## src/rtl/tile_board_render_pkg.sv

```systemverilog
// Shared definitions for the tile-board renderer.
// Holds the default board geometry, the default key and cursor colours, the
// 12-bit RGB and counter widths, a packed bundle for the VGA timing signals,
// and a helper that tests whether a counter lies inside a power-of-two span.
package tile_board_render_pkg;

    localparam int RGB_W = 12;
    localparam int CNT_W = 12;

    localparam int H_MIN_DEF     = 448;
    localparam int V_MIN_DEF     = 28;
    localparam int TILE_LOG2_DEF = 6;
    localparam int COL_BITS_DEF  = 4;
    localparam int ROW_BITS_DEF  = 4;
    localparam int CODE_W_DEF    = 4;

    localparam logic [RGB_W-1:0] KEY_RGB_DEF = 12'hF0F;
    localparam logic [RGB_W-1:0] CUR_RGB_DEF = 12'hFF0;

    typedef logic [RGB_W-1:0] rgb_t;
    typedef logic [CNT_W-1:0] cnt_t;

    // hcount + hsync + hblnk + vcount + vsync + vblnk = 28 bits
    typedef struct packed {
        cnt_t hcount;
        logic hsync;
        logic hblnk;
        cnt_t vcount;
        logic vsync;
        logic vblnk;
    } timing_t;

    localparam int TIMING_W = $bits(timing_t);

    // lo <= c < lo + 2^span_log2. Subtracting first lets counters below lo
    // wrap to large values, so a single unsigned compare covers both bounds.
    function automatic logic in_span(input cnt_t c, input cnt_t lo, input int span_log2);
        cnt_t d;
        d = c - lo;
        return 32'(d) < (32'd1 << span_log2);
    endfunction

endpackage

```

## src/rtl/tile_board_render_if.sv

```systemverilog
// Tile lookup bus between the renderer and the tile-map / tile-ROM memories.
//  map_addr   {row, col} into the tile map
//  map_code   tile code returned by the map, one cycle after map_addr
//  tile_code  tile code forwarded to the ROM bank select
//  rom_addr   {y_in_tile, x_in_tile} into the tile ROM
//  rom_rgb    ROM pixel, a fixed number of cycles after rom_addr
// The renderer uses the master modport, the memory side the slave modport.
interface tile_board_render_if
    import tile_board_render_pkg::*;
#(
    parameter int ROW_BITS  = ROW_BITS_DEF,
    parameter int COL_BITS  = COL_BITS_DEF,
    parameter int CODE_W    = CODE_W_DEF,
    parameter int TILE_LOG2 = TILE_LOG2_DEF
);
    logic [ROW_BITS+COL_BITS-1:0] map_addr;
    logic [CODE_W-1:0]            map_code;
    logic [CODE_W-1:0]            tile_code;
    logic [2*TILE_LOG2-1:0]       rom_addr;
    rgb_t                         rom_rgb;

    modport master (
        output map_addr, tile_code, rom_addr,
        input  map_code, rom_rgb
    );

    modport slave (
        input  map_addr, tile_code, rom_addr,
        output map_code, rom_rgb
    );
endinterface

```

## src/rtl/tile_board_render_delay.sv

```systemverilog
// Fixed-length delay line with synchronous clear.
//  i_pclk   clock
//  i_rst    synchronous reset, active-high; clears every stage
//  i_din    WIDTH-bit input word
//  o_dout   i_din delayed by CLK_DEL cycles (CLK_DEL >= 1)
module tile_board_render_delay #(
    parameter int WIDTH   = 8,
    parameter int CLK_DEL = 1
) (
    input  logic             i_pclk,
    input  logic             i_rst,
    input  logic [WIDTH-1:0] i_din,
    output logic [WIDTH-1:0] o_dout
);
    logic [WIDTH-1:0] sr_q [CLK_DEL];
    logic [WIDTH-1:0] sr_d [CLK_DEL];

    always_comb begin
        sr_d[0] = i_din;
        for (int i = 1; i < CLK_DEL; i++) begin
            sr_d[i] = sr_q[i-1];
        end
    end

    always_ff @(posedge i_pclk) begin
        if (i_rst) begin
            for (int i = 0; i < CLK_DEL; i++) begin
                sr_q[i] <= '0;
            end
        end else begin
            sr_q <= sr_d;
        end
    end

    assign o_dout = sr_q[CLK_DEL-1];
endmodule

```

## src/rtl/tile_board_render.sv

```systemverilog
// Tile-map board renderer in the VGA timing chain.
// Maps (hcount, vcount) onto a grid of 2^COL_BITS x 2^ROW_BITS tiles of
// 2^TILE_LOG2 pixels, drives the tile-map and tile-ROM addresses over the
// lookup bus, delays timing and upstream RGB to meet the ROM data, then
// registers the final pixel. Adds colour-key transparency and a blinking
// cursor frame whose position is latched once per frame.
// Ports:
//  i_pclk, i_rst                 pixel clock, synchronous active-high reset
//  i_hcount..i_vblnk, i_rgb      upstream timing and pixel
//  lut                           lookup bus (map/ROM addresses and data)
//  i_cur_x, i_cur_y, i_cur_en    requested cursor tile and enable
//  o_hcount..o_vblnk, o_rgb      timing and pixel, ROM_LAT+1 cycles later
module tile_board_render
    import tile_board_render_pkg::*;
#(
    parameter int         H_MIN      = H_MIN_DEF,
    parameter int         V_MIN      = V_MIN_DEF,
    parameter int         TILE_LOG2  = TILE_LOG2_DEF,
    parameter int         COL_BITS   = COL_BITS_DEF,
    parameter int         ROW_BITS   = ROW_BITS_DEF,
    parameter int         CODE_W     = CODE_W_DEF,
    parameter int         ROM_LAT    = 2,
    parameter logic [11:0] KEY_RGB   = KEY_RGB_DEF,
    parameter logic [11:0] CUR_RGB   = CUR_RGB_DEF,
    parameter int         CUR_THICK  = 2,
    parameter int         BLINK_LOG2 = 5
) (
    input  logic                i_pclk,
    input  logic                i_rst,
    input  logic [11:0]         i_hcount,
    input  logic                i_hsync,
    input  logic                i_hblnk,
    input  logic [11:0]         i_vcount,
    input  logic                i_vsync,
    input  logic                i_vblnk,
    input  logic [11:0]         i_rgb,
    tile_board_render_if.master lut,
    input  logic [COL_BITS-1:0] i_cur_x,
    input  logic [ROW_BITS-1:0] i_cur_y,
    input  logic                i_cur_en,
    output logic [11:0]         o_hcount,
    output logic                o_hsync,
    output logic                o_hblnk,
    output logic [11:0]         o_vcount,
    output logic                o_vsync,
    output logic                o_vblnk,
    output logic [11:0]         o_rgb
);
    localparam int DEL_W = TIMING_W + RGB_W + 2*TILE_LOG2;
    localparam logic [TILE_LOG2-1:0] EDGE_LO = TILE_LOG2'(CUR_THICK);
    localparam logic [TILE_LOG2-1:0] EDGE_HI = TILE_LOG2'((1 << TILE_LOG2) - CUR_THICK);

    function automatic logic on_edge(input logic [TILE_LOG2-1:0] p);
        return (p < EDGE_LO) || (p >= EDGE_HI);
    endfunction

    timing_t              tin, tdel;
    cnt_t                 dx, dy, dhx, dvy;
    rgb_t                 rgb_del;
    logic [TILE_LOG2-1:0] lx_del, ly_del;
    logic [DEL_W-1:0]     del_out;

    // Input side: board-relative coordinates and lookup addresses
    assign tin = '{hcount: i_hcount, hsync: i_hsync, hblnk: i_hblnk,
                   vcount: i_vcount, vsync: i_vsync, vblnk: i_vblnk};
    assign dx  = i_hcount - cnt_t'(H_MIN);
    assign dy  = i_vcount - cnt_t'(V_MIN);

    assign lut.map_addr  = {dy[TILE_LOG2+:ROW_BITS], dx[TILE_LOG2+:COL_BITS]};
    assign lut.rom_addr  = {dy[TILE_LOG2-1:0], dx[TILE_LOG2-1:0]};
    assign lut.tile_code = CODE_W'(lut.map_code);

    // Delay stage: align timing, upstream pixel and in-tile x/y with ROM data
    tile_board_render_delay #(
        .WIDTH   (DEL_W),
        .CLK_DEL (ROM_LAT)
    ) u_delay (
        .i_pclk (i_pclk),
        .i_rst  (i_rst),
        .i_din  ({tin, i_rgb, dy[TILE_LOG2-1:0], dx[TILE_LOG2-1:0]}),
        .o_dout (del_out)
    );

    assign {tdel, rgb_del, ly_del, lx_del} = del_out;

    // Tile column/row of the delayed pixel, for the cursor compare
    assign dhx = tdel.hcount - cnt_t'(H_MIN);
    assign dvy = tdel.vcount - cnt_t'(V_MIN);

    logic unused_bits;
    assign unused_bits = ^{dx[CNT_W-1:TILE_LOG2+COL_BITS], dy[CNT_W-1:TILE_LOG2+ROW_BITS],
                           dhx[TILE_LOG2-1:0], dhx[CNT_W-1:TILE_LOG2+COL_BITS],
                           dvy[TILE_LOG2-1:0], dvy[CNT_W-1:TILE_LOG2+ROW_BITS]};

    // Frame counter and cursor shadow, both advanced on the vblnk rising edge
    logic                  vblnk_prev_q, vblnk_prev_d;
    logic [BLINK_LOG2-1:0] frame_q, frame_d;
    logic [COL_BITS-1:0]   cur_x_q, cur_x_d;
    logic [ROW_BITS-1:0]   cur_y_q, cur_y_d;
    logic                  cur_en_q, cur_en_d;
    timing_t               tout_q, tout_d;
    rgb_t                  rgb_q, rgb_d;

    logic vblnk_rise, in_board, cur_tile, show_cur;

    assign vblnk_rise = i_vblnk & ~vblnk_prev_q;
    assign in_board   = in_span(tdel.hcount, cnt_t'(H_MIN), COL_BITS + TILE_LOG2) &&
                        in_span(tdel.vcount, cnt_t'(V_MIN), ROW_BITS + TILE_LOG2);
    assign cur_tile   = (dhx[TILE_LOG2+:COL_BITS] == cur_x_q) &&
                        (dvy[TILE_LOG2+:ROW_BITS] == cur_y_q);
    assign show_cur   = cur_tile && cur_en_q && frame_q[BLINK_LOG2-1] &&
                        (on_edge(lx_del) || on_edge(ly_del));

    always_comb begin
        vblnk_prev_d = i_vblnk;
        frame_d      = frame_q;
        cur_x_d      = cur_x_q;
        cur_y_d      = cur_y_q;
        cur_en_d     = cur_en_q;
        if (vblnk_rise) begin
            frame_d  = frame_q + BLINK_LOG2'(1);
            cur_x_d  = i_cur_x;
            cur_y_d  = i_cur_y;
            cur_en_d = i_cur_en;
        end

        tout_d = tdel;
        if (tdel.vblnk || tdel.hblnk) begin
            rgb_d = '0;
        end else if (!in_board) begin
            rgb_d = rgb_del;
        end else if (show_cur) begin
            rgb_d = CUR_RGB;
        end else if (lut.rom_rgb == KEY_RGB) begin
            rgb_d = rgb_del;
        end else begin
            rgb_d = lut.rom_rgb;
        end
    end

    // Output stage
    always_ff @(posedge i_pclk) begin
        if (i_rst) begin
            vblnk_prev_q <= 1'b0;
            frame_q      <= '0;
            cur_x_q      <= '0;
            cur_y_q      <= '0;
            cur_en_q     <= 1'b0;
            tout_q       <= '0;
            rgb_q        <= '0;
        end else begin
            vblnk_prev_q <= vblnk_prev_d;
            frame_q      <= frame_d;
            cur_x_q      <= cur_x_d;
            cur_y_q      <= cur_y_d;
            cur_en_q     <= cur_en_d;
            tout_q       <= tout_d;
            rgb_q        <= rgb_d;
        end
    end

    assign o_hcount = tout_q.hcount;
    assign o_hsync  = tout_q.hsync;
    assign o_hblnk  = tout_q.hblnk;
    assign o_vcount = tout_q.vcount;
    assign o_vsync  = tout_q.vsync;
    assign o_vblnk  = tout_q.vblnk;
    assign o_rgb    = rgb_q;
endmodule

```

## src/flat_wrapper.sv

```systemverilog
// flat-port wrapper written by rule: the top's interface ports become plain ports
module tile_board_render_flat import tile_board_render_pkg::*;
#(
    parameter int         H_MIN      = H_MIN_DEF,
    parameter int         V_MIN      = V_MIN_DEF,
    parameter int         TILE_LOG2  = TILE_LOG2_DEF,
    parameter int         COL_BITS   = COL_BITS_DEF,
    parameter int         ROW_BITS   = ROW_BITS_DEF,
    parameter int         CODE_W     = CODE_W_DEF,
    parameter int         ROM_LAT    = 2,
    parameter logic [11:0] KEY_RGB   = KEY_RGB_DEF,
    parameter logic [11:0] CUR_RGB   = CUR_RGB_DEF,
    parameter int         CUR_THICK  = 2,
    parameter int         BLINK_LOG2 = 5
)
  (i_pclk, i_rst, i_hcount, i_hsync, i_hblnk, i_vcount, i_vsync, i_vblnk, i_rgb, i_cur_x, i_cur_y, i_cur_en, o_hcount, o_hsync, o_hblnk, o_vcount, o_vsync, o_vblnk, o_rgb, lut_map_addr, lut_tile_code, lut_rom_addr, lut_map_code, lut_rom_rgb);
  tile_board_render_if #(.ROW_BITS(ROW_BITS), .COL_BITS(COL_BITS), .CODE_W(CODE_W), .TILE_LOG2(TILE_LOG2)) lut_i ();
  input  logic i_pclk;
  input  logic i_rst;
  input  logic [11:0] i_hcount;
  input  logic i_hsync;
  input  logic i_hblnk;
  input  logic [11:0] i_vcount;
  input  logic i_vsync;
  input  logic i_vblnk;
  input  logic [11:0] i_rgb;
  input  logic [COL_BITS-1:0] i_cur_x;
  input  logic [ROW_BITS-1:0] i_cur_y;
  input  logic i_cur_en;
  output logic [11:0] o_hcount;
  output logic o_hsync;
  output logic o_hblnk;
  output logic [11:0] o_vcount;
  output logic o_vsync;
  output logic o_vblnk;
  output logic [11:0] o_rgb;
  output wire logic [$bits(lut_i.map_addr)-1:0] lut_map_addr;
  output wire logic [$bits(lut_i.tile_code)-1:0] lut_tile_code;
  output wire logic [$bits(lut_i.rom_addr)-1:0] lut_rom_addr;
  input wire logic [$bits(lut_i.map_code)-1:0] lut_map_code;
  input wire logic [$bits(lut_i.rom_rgb)-1:0] lut_rom_rgb;
  assign lut_map_addr = lut_i.map_addr;
  assign lut_tile_code = lut_i.tile_code;
  assign lut_rom_addr = lut_i.rom_addr;
  assign lut_i.map_code = lut_map_code;
  assign lut_i.rom_rgb = lut_rom_rgb;
  tile_board_render #(.H_MIN(H_MIN), .V_MIN(V_MIN), .TILE_LOG2(TILE_LOG2), .COL_BITS(COL_BITS), .ROW_BITS(ROW_BITS), .CODE_W(CODE_W), .ROM_LAT(ROM_LAT), .KEY_RGB(KEY_RGB), .CUR_RGB(CUR_RGB), .CUR_THICK(CUR_THICK), .BLINK_LOG2(BLINK_LOG2)) u_core (.i_pclk(i_pclk), .i_rst(i_rst), .i_hcount(i_hcount), .i_hsync(i_hsync), .i_hblnk(i_hblnk), .i_vcount(i_vcount), .i_vsync(i_vsync), .i_vblnk(i_vblnk), .i_rgb(i_rgb), .lut(lut_i), .i_cur_x(i_cur_x), .i_cur_y(i_cur_y), .i_cur_en(i_cur_en), .o_hcount(o_hcount), .o_hsync(o_hsync), .o_hblnk(o_hblnk), .o_vcount(o_vcount), .o_vsync(o_vsync), .o_vblnk(o_vblnk), .o_rgb(o_rgb));
endmodule
```

## config.mk

```make
export PLATFORM = sky130hd
export DESIGN_NAME = tile_board_render_flat
export DESIGN_NICKNAME = d
export VERILOG_FILES = /design/src/rtl/tile_board_render_pkg.sv /design/src/rtl/tile_board_render_if.sv /design/src/rtl/tile_board_render_delay.sv /design/src/rtl/tile_board_render.sv /design/src/flat_wrapper.sv
export SDC_FILE = /design/constraint.sdc
export NUM_CORES = 1
export LEC_CHECK = 0
export BUFFER_PORTS_ARGS = -buffer_cell sky130_fd_sc_hd__buf_4
export CORE_MARGIN = 2
export CORE_UTILIZATION = 46
export CTS_CLUSTER_SIZE = 28
export DETAILED_ROUTE_END_ITERATION = 16
export HOLD_SLACK_MARGIN = 0.06
export PLACE_DENSITY = 0.85
export SYNTH_ARGS = -nofsm -noshare
export SYNTH_HDL_FRONTEND = slang
export SYNTH_SLANG_ARGS = --single-unit
export TNS_END_PERCENT = 100
```

## constraint.sdc

```tcl
create_clock -name i_pclk -period 1.8 [get_ports i_pclk]
set_input_delay 0.18 -clock i_pclk [delete_from_list [all_inputs] [get_ports i_pclk]]
set_output_delay 0.18 -clock i_pclk [all_outputs]
set_load 0.01 [all_outputs]
```

==> results of run 1 <==
## worst min path at each step
stage                                from                      end  cells after the start
after global placement    lut_map_code[0]         lut_tile_code[0]                      0
after global routing          i_vcount[4]  u_core.u_delay.sr_d[11]                      4
final                         i_vcount[4]  u_core.u_delay.sr_d[11]                      4
after floorplan               i_vcount[2]   u_core.u_delay.sr_d[8]                      1
after detailed placement  lut_map_code[0]         lut_tile_code[0]                      0
after CTS                     i_vcount[4]  u_core.u_delay.sr_d[11]                      4
## kinds of logic (layout without fill, tap and decap cells)
| group | after synthesis | in the layout |
|---|---|---|
| buffers and inverters | 37 | 247 |
| adders and majority gates | 4 | 4 |
| DFF | 142 | 142 |
| and+or+nand+nor | 184 | 184 |
| xor gates and xnor gates | 23 | 23 |
| AOI/OAI and AO/OA | 35 | 35 |
| other | 0 | 3 |
| muxes | 2 | 2 |
## sequential cells by signal (all words and copies together), names as in the netlist
| name | count |
|---|---|
| u_core.cur_y_q | 4 |
| u_core.o_vcount | 12 |
| u_core.o_vsync | 1 |
| u_core.frame_q | 5 |
| u_core.o_hcount | 12 |
| u_core.u_delay.o_dout | 44 |
| u_core.o_rgb | 12 |
| u_core.cur_en_q | 1 |
| u_core.o_hsync | 1 |
| u_core.cur_x_q | 4 |
| u_core.u_delay.sr_d | 44 |
| u_core.o_hblnk | 1 |
| u_core.o_vblnk | 1 |
## power breakdown
group          internal, mW  switching, mW  leakage [nW]
clock network          2.48           1.31         0.310
registers              3.29         0.0745          1.17
logic                 0.440          0.352          1.67
## cells in the mapped netlist (2+ instances only)
cell,instances
dfxtp_1,142
nor2b_1,118
nand2_1,24
buf_4,16
a21oi_1,15
xor2_1,14
clkbuf_1,13
nor2_1,10
o221a_1,8
xnor2_1,8
inv_1,5
nand3_1,5
nand4_1,5
nor3_1,5
ha_1,4
and4b_1,3
buf_1,3
mux2i_1,2
nand2b_1,2
nor4_1,2
or4_1,2
## cell type report
cell class / count / area, sq um
sequential: 142 / 2840
fill: 543 / 2610
multi-input combinational: 248 / 1810
timing repair buffer: 210 / 1760
clock buffer: 24 / 500
tap: 133 / 166
clock inverter: 8 / 151
inverter: 5 / 18.8
antenna: 3 / 7.51
## metal layers
layer  vias up  global-route usage  routed length [um]
met5         -                   0                   0
met4         0               0.139                 622
met3        46              0.0798                 970
met2       216               0.464                7880
met1      1842               0.252                5140
li1       1779                   -                   -
## tightest hold or removal path: stages
cell and delay (ps):
buf_4 120, nand3_1 110, xor2_1 90, nor2b_1 130
## repair_timing
item	in CTS	in global routing
buffers inserted	2	3
hold endpoints to repair	78	0
hold buffers	65	0
setup endpoints to repair	12	12
gates resized for setup	24	5
cloned	0	0
pin swaps	15	9
==> results.md, run 1 <==
* RSZ-0062 raised after global routing: true
* Violated checks: setup timing
* R2r endpoint: u_core.o_rgb[5]
* 1st-iter DRT viols at roughly 280
* Hold slack at between 150 and 200 ps
* Setup ws final at -426 ps
* Most frequent cells in the layout: buf_4 (142), dfxtp_1 (141), nor2b_1 (114)
* Syn. warnings at 0
* R2R cell count at 6
* Setup_tns at -4220 ps
* Vias at about 3900
* Period minus WS final at 2230 ps
* Routed wire per std cell at 18.9 um
* Xor-xnor portion of the synthesized cell area at 0.0459
* Largest net degree at the start of global routing at between 70 and 80
* Critical Path Sink: u_core.o_rgb[5]
* VDD IR-drop max at 0.624 mV
* Fraction of layout cells with a size suffix above 1 at 0.323
* Worst path required time at between 2000 and 2500 ps
* Worst reg-to-reg setup slack at -430 ps
* NumNets Final at just under 700
* Worst slew margin at 0.629
* Type of origin of the critical path: register
* Max frequency at 449 MHz
* Die Span Y at 105 um
* Outcome: finished with violations
* Buf+Inv Stages, Crit Path at 0
* Vias in the first global route at between 4000 and 5000
* Distinct cells, synth at between 40 and 50
* Worst r2r src: u_core.u_delay.o_dout[30]
* Detailed Route WL at approximately 15 mm
* Power per cell area at roughly 1100 nW/um^2
* CTS max path bufs at 2
* Initial antenna violation count at 3
* Non-filler instance count after layout at 773
* Synth Area in Adders at 0.0106
* Clock Sinks at ~140
* Worst Clk Skew at about 7 ps
* DP Area at between 5000 and 6000 sq um
* Final Power at between 7 and 8 mW
* Core Region at around 10000 sq um
* First-pass GRT wire length at roughly 21 mm
* DP HPWL at 7.00 mm
* Worst slew pin tran at roughly 560 ps
* Design Area, Final at 7250 sq um
* Chip width at between 100 and 150 um
* Delay-heaviest family, CP: simple AND/OR/NAND/NOR gates
* # IOs at around 130
* Share of flip-flops with an asynchronous set or reset at 0
* Syn_area_per_cell at 11.0 sq um
* Final Cycle Share at 1.24
* Mapped Area at 4720 sq um
* Num CTS Buffers at 17
* Total global-route track usage at 0.253
* Clk slew on worst S/H paths at ~60 ps
* Post-Syn Instances at 427
* Launch point of the critical path: u_core.u_delay.o_dout[30]
* Worst Path Max Fanout at 5
* Primary FF master, synth: dfxtp_1
* Compound-gate portion of the synthesized area at 0.0637
* Largest family of logic cells by synthesized area: simple AND/OR/NAND/NOR gates
* Total stage count of the critical path at 6
* Setup WS pre-CTS at -214 ps
* Post-synth EDFFs at 0
* Max cap viols at 0
* Net Count, Synth at 498
* Htree depth at 4
* Vias per cell at approximately 5
* Hold Violations, Final at 0
* # setup viols final at 13
* Critical Path AT at 2630 ps
* Count of input and output buffers at ~120
* Critical path endpoint category: register
* Crit-path slowest cell: a311o_2
* Post-synthesis mux area share at 0.00425
* Placer Congestion at roughly 0.73
* Grt ovf at 0
* Hold Path Class: input port to register
* Critical path class: register to register
* Initial Util at 0.478
* Post-synth top area cell: dfxtp_1
* Root Driver: clkbuf_8
* Most common cell after layout, fill and taps aside: buf_4
* Layout area overhead at 53.8%
* CTS tree: done
* Final core utilization at 0.735
* Core Rows at 36
* Yosys top cell area share at 0.603
* Crit-path max cell delay at 460 ps
* Synth top area cells: dfxtp_1 (60%), nor2b_1 (16%), xor2_1 (2.6%)
* Antenna-violating nets left at 0
* Remaining DRCs at 0
* First-pass DRT Iterations at 5
* Synthesized flop and latch total at around 140
* Worst-skew pair later-pin latency at approximately 530 ps
* Critical-path cell list: a311o_2 -> nor4_4 -> xnor2_2 -> nand4_1 -> nand2b_2 -> o221a_1
* Post-Place Cells at approximately 670
* Final slew viol count at 0
* Seq/Total Area, Yosys at 0.603
* Pleak at between 3 and 4 nW
* Die area at around 11000 sq um
* Simple-Gate Fraction of Synth Area at 0.231
(Power assumes the default switching activity.)
==> run 2: changes to the inputs <==
==> constraint.sdc (replaced) <==
create_clock -name i_pclk -period 1.8 [get_ports i_pclk]
set_input_delay 0.27 -clock i_pclk [delete_from_list [all_inputs] [get_ports i_pclk]]
set_output_delay 0.27 -clock i_pclk [all_outputs]
set_load 0.01 [all_outputs]
==> results.md, run 2 (same netlist as run 1, synthesis figures left out) <==
* Outcome: finished with violations
* Violated checks: setup timing
* Max cap viols at 0 (unchanged)
* Core Region at 9860 sq um (unchanged)
* CTS max path bufs at 2 (unchanged)
* Clock Sinks at 142 (unchanged)
* Type of origin of the critical path: register
* Total global-route track usage at 0.232 (-0.0213)
* Core Rows at 36 (unchanged)
* Min-Delay Path Depth at 2 (-2)
* Die area at 11100 sq um (unchanged)
* Final slew viol count at 0 (unchanged)
* Vias per cell at 4.94 (-1.7%)
* 1st-iter DRT viols at 172 (-39%)
* Fraction of layout cells with a size suffix above 1 at 0.316 (-0.00760)
* Final Cycle Share at 1.17 (-0.0675)
* R2r endpoint: u_core.o_rgb[8]
* Critical path endpoint category: register
* Hold slack at 69.9 ps (-81.8 ps)
* Clk slew on worst S/H paths at 60 ps (about the same)
* Initial antenna violation count at 1 (-2)
* Worst reg-to-reg setup slack at -300 ps (+120 ps)
* Hold_sp: lut_rom_rgb[5]
* Routed wire per std cell at 17.0 um (-10%)
* # IOs at 131 (unchanged)
* Critical path class: register to register
* First-pass GRT wire length at 19.7 mm (-6.1%)
* Count of input and output buffers at 122 (unchanged)
* Worst-skew pair later-pin latency at 520 ps (about the same)
* Worst slew pin tran at 435 ps (-121 ps)
* Hold Violations, Final at 0 (unchanged)
* Final core utilization at 0.717 (-0.0189)
* Largest net degree at the start of global routing at 74 (-2.6%)
* Setup WS pre-CTS at -198 ps (+15.9 ps)
* First-pass DRT Iterations at 7 (+2)
* NumNets Final at 685 (-1.4%)
* Remaining DRCs at 0 (unchanged)
* Die Span Y at 105 um (unchanged)
* Hold Path Sink: u_core.o_rgb[5]
* # fillers at 598 (+10%)
* RSZ-0062 raised after global routing: true
* Antenna-violating nets left at 0 (unchanged)
* VDD IR-drop max at 0.582 mV (-6.8%)
* Max frequency at 475 MHz (+5.8%)
* Worst r2r src: u_core.u_delay.o_dout[30]
* Worst slew margin at 0.710 (+0.0809)
* Final Power at 7.77 mW (-2.0%)
* Worst path required time at 2200 ps (about the same)
* Vias in the first global route at 3837 (-5.9%)
* R2R cell count at 6 (unchanged)
* Grt ovf at 0 (unchanged)
* Worst Path Max Fanout at 4 (-1)
* Period minus WS final at 2100 ps (-122 ps)
* DP HPWL at 6.76 mm (-3.5%)
* Power per cell area at 1100 nW/um^2 (+0.55%)
* Num CTS Buffers at 17 (unchanged)
* Most frequent cells in the layout: buf_4 (143), dfxtp_1 (138), nor2b_1 (118)
* Hold Path Class: input port to register
* Initial Util at 0.478 (unchanged)
* Vias at 3756 (-3.3%)
* Pleak at 3.06 nW (-2.9%)
* Detailed Route WL at 13.0 mm (-11%)
* Root Driver: clkbuf_8
* # setup viols final at 12 (-1)
* Most common cell after layout, fill and taps aside: buf_4
* Worst Clk Skew at 6.88 ps (+0.0233 ps)
* Placer Congestion at 0.729 (-0.15%)
* Chip width at 105 um (unchanged)
* Setup ws final at -305 ps (+122 ps)
* Layout area overhead at 49.9%
* CTS tree: done
* Critical Path AT at 2500 ps (-130 ps)
* Htree depth at 4 (unchanged)
[run 2: metal layers]
metal	routed length [um]	global-route usage	vias to the layer above
met3	820	0.0563	57
met4	651	0.139	0
met5	0	0	-
li1	-	-	1756
met2	6690	0.409	182
met1	4800	0.250	1761
[run 2: cell type report]
class	instances	area, sq um	share of cell area
clock inverter	11	161	0.0228
inverter	5	18.8	0.00266
timing repair buffer	200	1650	0.234
antenna	1	2.50	0.000354
tap	133	166	0.0235
sequential	142	2850	0.403
multi-input combinational	248	1750	0.247
clock buffer	21	469	0.0664
[run 2: metrics by stage]
| stage | TNS, ps | cell area, sq um | std cells |
|---|---|---|---|
| floorplan | -561 | 4720 | 427 |
| finish | -3140 | 7070 | 761 |
| global route | -3840 | 7070 | 761 |
| detailed placement | -2080 | 5780 | 670 |
| CTS | -2170 | 6990 | 758 |
| global placement | -1150 | 5780 | 670 |
[run 2: power breakdown]
part | leakage (nW) | internal [mW] | total [mW] | switching (mW)
logic | 1.58 | 0.421 | 0.748 | 0.328
registers | 1.17 | 3.29 | 3.35 | 0.0682
clock network | 0.313 | 2.39 | 3.67 | 1.28
[run 2: timing repair]
item                                    4_1_cts  5_1_grt
pin swaps                                     8        8
hold buffers                                 56        0
hold endpoints to repair                     57        0
endpoints found under the setup margin       12       15
setup buffers                                 0        2
gates resized for setup                       3       15
[run 2: worst max-delay path: stages (launching register included)]
cell,delay (ps)
dfxtp_2,320
a311o_1,430
or3_4,390
and3_4,190
o211ai_4,240
nand2b_1,160
o221a_1,270
[run 2: worst max path at each step]
stage	slack, ps	from	end
floorplan	-70	u_core.u_delay.o_dout[28]	u_core.o_rgb[10]
global placement	-110	u_core.u_delay.o_dout[28]	u_core.o_rgb[4]
detailed placement	-200	u_core.u_delay.o_dout[46]	u_core.o_rgb[5]
CTS	-200	u_core.u_delay.o_dout[30]	u_core.o_rgb[5]
global route	-370	u_core.u_delay.o_dout[30]	u_core.o_rgb[8]
finish	-300	u_core.u_delay.o_dout[30]	u_core.o_rgb[8]
